[src/rtl/alu_const_pkg.sv]
// Shared ALU operation codes, used by every unit that borrows the EX-stage ALU.
package alu_const_pkg;
  localparam logic [3:0] ALU_AND = 4'b0000;
  localparam logic [3:0] ALU_OR  = 4'b0001;
  localparam logic [3:0] ALU_XOR = 4'b0010;
  localparam logic [3:0] ALU_SLT = 4'b0011;
  localparam logic [3:0] ALU_ADD = 4'b0100;
  localparam logic [3:0] ALU_SUB = 4'b0101;
endpackage

[src/rtl/alu_mult_seq_pkg.sv]
// Multiply sequencer constants: FSM state encodings and iteration count.
package alu_mult_seq_pkg;
  typedef enum logic [1:0] {
    IDLE = 2'd0,
    PREP = 2'd1,
    ITER = 2'd2,
    FIX  = 2'd3
  } mult_state_t;

  localparam int MULT_ITERS = 32;
endpackage

[src/rtl/alu_mult_seq_abs_neg.sv]
// Conditional two's-complement: passes val through, or negates it when neg is set.
module mult_abs_neg #(
  parameter int W = 32
) (
  input  logic [W-1:0] val,
  input  logic         neg,
  output logic [W-1:0] res
);
  assign res = neg ? (~val + W'(1)) : val;
endmodule

[src/rtl/alu_mult_seq.sv]
// Iterative shift-add 32x32 multiplier that borrows the shared EX-stage ALU
// for every partial-product addition via a req/gnt handshake.
module alu_mult_seq
  import alu_const_pkg::*;
  import alu_mult_seq_pkg::*;
#(
  parameter int WIDTH = 32,
  parameter int CNT_W = 6
) (
  input  logic             clk,
  input  logic             rst,
  input  logic             start,
  input  logic             is_signed,
  input  logic [WIDTH-1:0] op_a,
  input  logic [WIDTH-1:0] op_b,
  output logic             busy,
  output logic             done,
  output logic [WIDTH-1:0] prod_hi,
  output logic [WIDTH-1:0] prod_lo,
  output logic             alu_req,
  input  logic             alu_gnt,
  output logic [WIDTH-1:0] alu_a,
  output logic [WIDTH-1:0] alu_b,
  output logic [3:0]       alu_ctrl,
  output logic             alu_inverse_set,
  input  logic [WIDTH-1:0] alu_res,
  input  logic             alu_cf
);

  mult_state_t      state_reg, state_next;
  logic [WIDTH-1:0] mcand_reg, mcand_next;
  logic [WIDTH-1:0] mult_reg, mult_next;
  logic             neg_reg, neg_next;
  logic [WIDTH-1:0] hi_reg, hi_next;
  logic [WIDTH-1:0] lo_reg, lo_next;
  logic [CNT_W-1:0] cnt_reg, cnt_next;
  logic [WIDTH-1:0] prod_hi_reg, prod_hi_next;
  logic [WIDTH-1:0] prod_lo_reg, prod_lo_next;
  logic             busy_reg, busy_next;
  logic             done_reg, done_next;
  logic             fin_reg, fin_next;

  logic [WIDTH-1:0]   op_in  [2];
  logic [WIDTH-1:0]   op_mag [2];
  logic [2*WIDTH-1:0] prod_fix;

  assign op_in[0] = op_a;
  assign op_in[1] = op_b;

  genvar gi;
  generate
    for (gi = 0; gi < 2; gi++) begin : g_mag
      mult_abs_neg #(.W(WIDTH)) u_abs (
        .val (op_in[gi]),
        .neg (is_signed & op_in[gi][WIDTH-1]),
        .res (op_mag[gi])
      );
    end
  endgenerate

  mult_abs_neg #(.W(2*WIDTH)) u_fix (
    .val ({hi_reg, lo_reg}),
    .neg (neg_reg),
    .res (prod_fix)
  );

  assign alu_req         = (state_reg == ITER) & lo_reg[0];
  assign alu_a           = alu_req ? hi_reg : '0;
  assign alu_b           = alu_req ? mcand_reg : '0;
  assign alu_ctrl        = ALU_ADD;
  assign alu_inverse_set = 1'b0;

  assign busy    = busy_reg;
  assign done    = done_reg;
  assign prod_hi = prod_hi_reg;
  assign prod_lo = prod_lo_reg;

  always_comb begin
    state_next   = state_reg;
    mcand_next   = mcand_reg;
    mult_next    = mult_reg;
    neg_next     = neg_reg;
    hi_next      = hi_reg;
    lo_next      = lo_reg;
    cnt_next     = cnt_reg;
    prod_hi_next = prod_hi_reg;
    prod_lo_next = prod_lo_reg;
    busy_next    = busy_reg;
    done_next    = 1'b0;
    fin_next     = fin_reg;

    case (state_reg)
      IDLE: begin
        if (start) begin
          mcand_next = op_mag[0];
          mult_next  = op_mag[1];
          neg_next   = is_signed & (op_a[WIDTH-1] ^ op_b[WIDTH-1]);
          busy_next  = 1'b1;
          state_next = PREP;
        end
      end
      PREP: begin
        hi_next    = '0;
        lo_next    = mult_reg;
        cnt_next   = '0;
        state_next = ITER;
      end
      ITER: begin
        // A set multiplier bit needs the ALU; without a grant the step simply waits.
        if (!lo_reg[0] || alu_gnt) begin
          if (lo_reg[0]) begin
            hi_next = {alu_cf, alu_res[WIDTH-1:1]};
            lo_next = {alu_res[0], lo_reg[WIDTH-1:1]};
          end else begin
            hi_next = {1'b0, hi_reg[WIDTH-1:1]};
            lo_next = {hi_reg[0], lo_reg[WIDTH-1:1]};
          end
          cnt_next = cnt_reg + CNT_W'(1);
          if (cnt_reg == CNT_W'(MULT_ITERS - 1)) begin
            state_next = FIX;
          end
        end
      end
      FIX: begin
        // First FIX cycle registers the sign-corrected product; the second releases done.
        if (!fin_reg) begin
          prod_hi_next = prod_fix[2*WIDTH-1:WIDTH];
          prod_lo_next = prod_fix[WIDTH-1:0];
          fin_next     = 1'b1;
        end else begin
          fin_next   = 1'b0;
          done_next  = 1'b1;
          busy_next  = 1'b0;
          state_next = IDLE;
        end
      end
      default: state_next = IDLE;
    endcase
  end

  always_ff @(posedge clk) begin
    if (rst) begin
      state_reg   <= IDLE;
      mcand_reg   <= '0;
      mult_reg    <= '0;
      neg_reg     <= 1'b0;
      hi_reg      <= '0;
      lo_reg      <= '0;
      cnt_reg     <= '0;
      prod_hi_reg <= '0;
      prod_lo_reg <= '0;
      busy_reg    <= 1'b0;
      done_reg    <= 1'b0;
      fin_reg     <= 1'b0;
    end else begin
      state_reg   <= state_next;
      mcand_reg   <= mcand_next;
      mult_reg    <= mult_next;
      neg_reg     <= neg_next;
      hi_reg      <= hi_next;
      lo_reg      <= lo_next;
      cnt_reg     <= cnt_next;
      prod_hi_reg <= prod_hi_next;
      prod_lo_reg <= prod_lo_next;
      busy_reg    <= busy_next;
      done_reg    <= done_next;
      fin_reg     <= fin_next;
    end
  end

endmodule

[config.mk]
export PLATFORM = sky130hd
export DESIGN_NAME = alu_mult_seq
export DESIGN_NICKNAME = d
export VERILOG_FILES = /design/src/rtl/alu_const_pkg.sv /design/src/rtl/alu_mult_seq_pkg.sv /design/src/rtl/alu_mult_seq_abs_neg.sv /design/src/rtl/alu_mult_seq.sv
export SDC_FILE = /design/constraint.sdc
export NUM_CORES = 1
export LEC_CHECK = 0
export ABC_CLOCK_PERIOD_IN_PS = 4600
export CELL_PAD_IN_SITES_DETAIL_PLACEMENT = 0
export CELL_PAD_IN_SITES_GLOBAL_PLACEMENT = 1
export CORE_AREA = 3 3 167 169
export DETAILED_ROUTE_END_ITERATION = 10
export DIE_AREA = 0 0 170 172
export PLACE_DENSITY = 0.82
export SYNTH_ARGS = -nofsm -noshare
export SYNTH_HDL_FRONTEND = slang
export SYNTH_SLANG_ARGS = --single-unit
[constraint.sdc]
create_clock -name clk -period 4.6 [get_ports clk]
set_clock_uncertainty 0.2 [all_clocks]
set_input_delay 0.92 -clock clk [delete_from_list [all_inputs] [get_ports clk]]
set_output_delay 0.92 -clock clk [all_outputs]
set_load 0.02 [all_outputs]
==> results_dict.tcl <==
set metrics [dict create \
    dieArea_um2 29240 \
    htree_levels 1 \
    hold_class "flip-flop to flip-flop" \
    dpl.hpwl_um 22570 \
    crit_type "flip-flop to primary output" \
    grt_pass1_wl_um 49310 \
    die_w_um 170 \
    ioPinCount 238 \
    p_leak_nw 5.005 \
    grt_remaining_overflow 0 \
    cts_buffers 24 \
    reg2reg_depth 6 \
    grt_antenna_before_repair 3 \
    cts-hold-fix-buffers 0 \
    die_h_um 172 \
    synth_common_cells "204 x dfxtp_1, 172 x nor2_1, 102 x a211oi_1" \
    peakVddDrop_v 0.0002727 \
    place_inst 1764 \
    drtAntennaViolNets 0 \
    critPathRequiredTime_ns 3.48 \
    hp-start "mcand_reg[23]" \
    rsz0062_at_grt "false" \
    io_buffers 232 \
    core_um2 26730 \
    synth_compound_area_share_pct 20.03 \
    design_area_um2 14000 \
    routabilityCongestion 0.8764 \
    cts_resized 0 \
    synth-adder-area-share_pct 1.044 \
    clock_latency_ns 0.51 \
    fillCellCount 2591 \
    routed_wl_um 31530 \
    hold_depth 2 \
    final_nets 1560 \
    synthesis.area_um2 10780 \
    postSynthCellCount 1281 \
    cts_max_path_buffers 3 \
    avgSynthCellArea_um2 8.418 \
    slew_headroom_pct 21.37 \
    cts_setup_buffers 0 \
    dr_total_vias 9749 \
    fmax_ghz 0.2625 \
    tns_ns 0 \
    root_buffer "clkbuf_16" \
    area_delta_synth_final_pct 29.79 \
    cts_tree "done" \
    arrival_ns 2.69 \
    power.density_cell_area_nw_per_um2 514.8 \
    synth-seq-area-share_pct 37.87 \
    multi_input_area_um2 6267 \
    finalCritPeriodShare_pct 82.82 \
    remaining_drc_errors 0 \
    worstMarginPinSlew_ns 1.178 \
    num_rows 60 \
    path_clk_slew_ns 0.06 \
    drtIter0Drc 618 \
    placed_area_um2 13250 \
    grt_max_degree 100 \
    grtUsageTotal_pct 20.44 \
    report.final.slew_viol_count 0 \
    startpoint_type "flip-flop" \
    rrSetupSlack_ns 1.28 \
    drtPass1Iterations 5 \
    drive_above_1_share_pct 7.787 \
    cp_max_fo 50 \
    finalSetupViolCount 0 \
    synthTopCellsByArea "dfxtp_1 38%, xor2_1 7.1%, a211oi_1 7.1%" \
    synth_cell_type_count 57 \
    synth-warning-count 0 \
    synth_top_family_by_area "simple AND/OR/NAND/NOR gates" \
    final-hold-violation-count 0 \
    period_minus_slack_ns 3.810 \
    cp-end-kind "primary output" \
    yosysMostFrequentCell "dfxtp_1" \
    routedWlPerCell_um 17.45 \
    r2r_start "lo_reg[14]" \
    synth_top_area_cell "dfxtp_1" \
    seq_area_um2 4086 \
    async_reset_ff_share_pct 0 \
    via_per_inst 5.395 \
    synthSimpleGateAreaFrac_pct 20.39 \
    ys_ff_latch 204 \
    synth.top_cell.area_share_pct 37.87 \
    synthFlopType "dfxtp_1" \
    worstHoldEndpoint "mcand_reg[23]" \
    cts.sinks 204 \
    synthXorXnorAreaFrac_pct 9.583 \
    layout.cells.non_filler 1807 \
    start_util_pct 40.35 \
    status "complete, no violations" \
    synth_edf_count 0 \
    muxShareOfSynthArea_pct 6.497 \
    drv_cap 0 \
    r2r-end "prod_hi[20]" \
    first_global_vias 9195 \
]
-- cells in the final DEF, fill, tap and decap left out, types with 14 or more instances in the layout --
cell type,n
nor3_1,16
o31ai_1,31
o21ai_0,82
clkdlybuf4s50_1,231
o41ai_1,14
a21oi_1,32
and3_1,65
dfxtp_1,202
buf_4,14
nand2_1,89
inv_1,14
xnor2_1,30
mux2_2,32
clkbuf_16,25
mux2i_1,34
nor2_1,169
a211oi_1,102
a22oi_1,23
nand3_1,24
or3_1,17
or4_1,14
xor2_1,88
-- worst max-delay path by stage --
stage	start	to	slack, ns	cells after the start
2_1_floorplan	op_a[0]	mcand_reg[18]	1.40	7
3_3_place_gp	op_a[0]	mcand_reg[20]	0.75	9
3_5_place_dp	op_a[0]	mcand_reg[26]	0.70	9
4_1_cts	state_reg[0]	alu_a[5]	0.79	5
5_1_grt	state_reg[0]	alu_a[5]	0.66	5
6_report	state_reg[0]	alu_a[5]	0.79	5
-- critical path: stages (launching register included) --
cell,delay [ns]
dfxtp_1,0.33
inv_1,0.16
ha_4,0.50
buf_4,0.35
and3_1,0.22
clkdlybuf4s50_1,0.61
-- routing by layer --
metal	vias up	routed length (µm)	global-route usage, %	share of wire, %
met2	273	14070	32.79	45
met4	2	552	4.762	1.8
met3	41	2233	4.664	7.1
li1	4965	-	-	-
met5	-	16	0	0.051
met1	4468	14650	28.18	46
-- layout make-up --
cell class / count / share of cell area (%)
Clock buffer: 32 / 4.800
Tap cell: 341 / 3.048
Clock inverter: 9 / 0.5006
Inverter: 14 / 0.3754
Timing Repair Buffer: 245 / 17.27
Multi-Input combinational cell: 960 / 44.78
Antenna cell: 2 / 0.03576
Sequential cell: 204 / 29.19
-- where the power goes --
part	switching [mW]	internal, mW	leakage (nW)	total [mW]
logic	1.71	1.09	2.97	2.80
registers	0.452	2.15	1.67	2.60
clock network	0.730	1.07	0.374	1.80
-- kinds of logic after synthesis --
| logic type | count (synthesis) |
|---|---|
| AND/OR/NAND/NOR | 445 |
| buffers and inverters | 120 |
| other | 2 |
| multiplexers | 66 |
| adder cells (fa/ha/maj) | 9 |
| AO/OA/AOI/OAI | 317 |
| XOR/XNOR | 118 |
| flip-flops | 204 |
-- per-stage QoR --
stage                     worst slack, ns  hold slack [ns]  total power [mW]  utilization (%)
final                              0.7903           0.2475             7.206            52.37
after global routing               0.6593           0.2691             7.680            52.37
after CTS                          0.7928           0.2501             7.234            52.35
after detailed placement           0.7018           0.2358             5.422            49.58
after global placement             0.7513           0.2261             5.379            49.58
after floorplan                     1.404           0.2168             4.597                -
(Power assumes the default switching activity.)
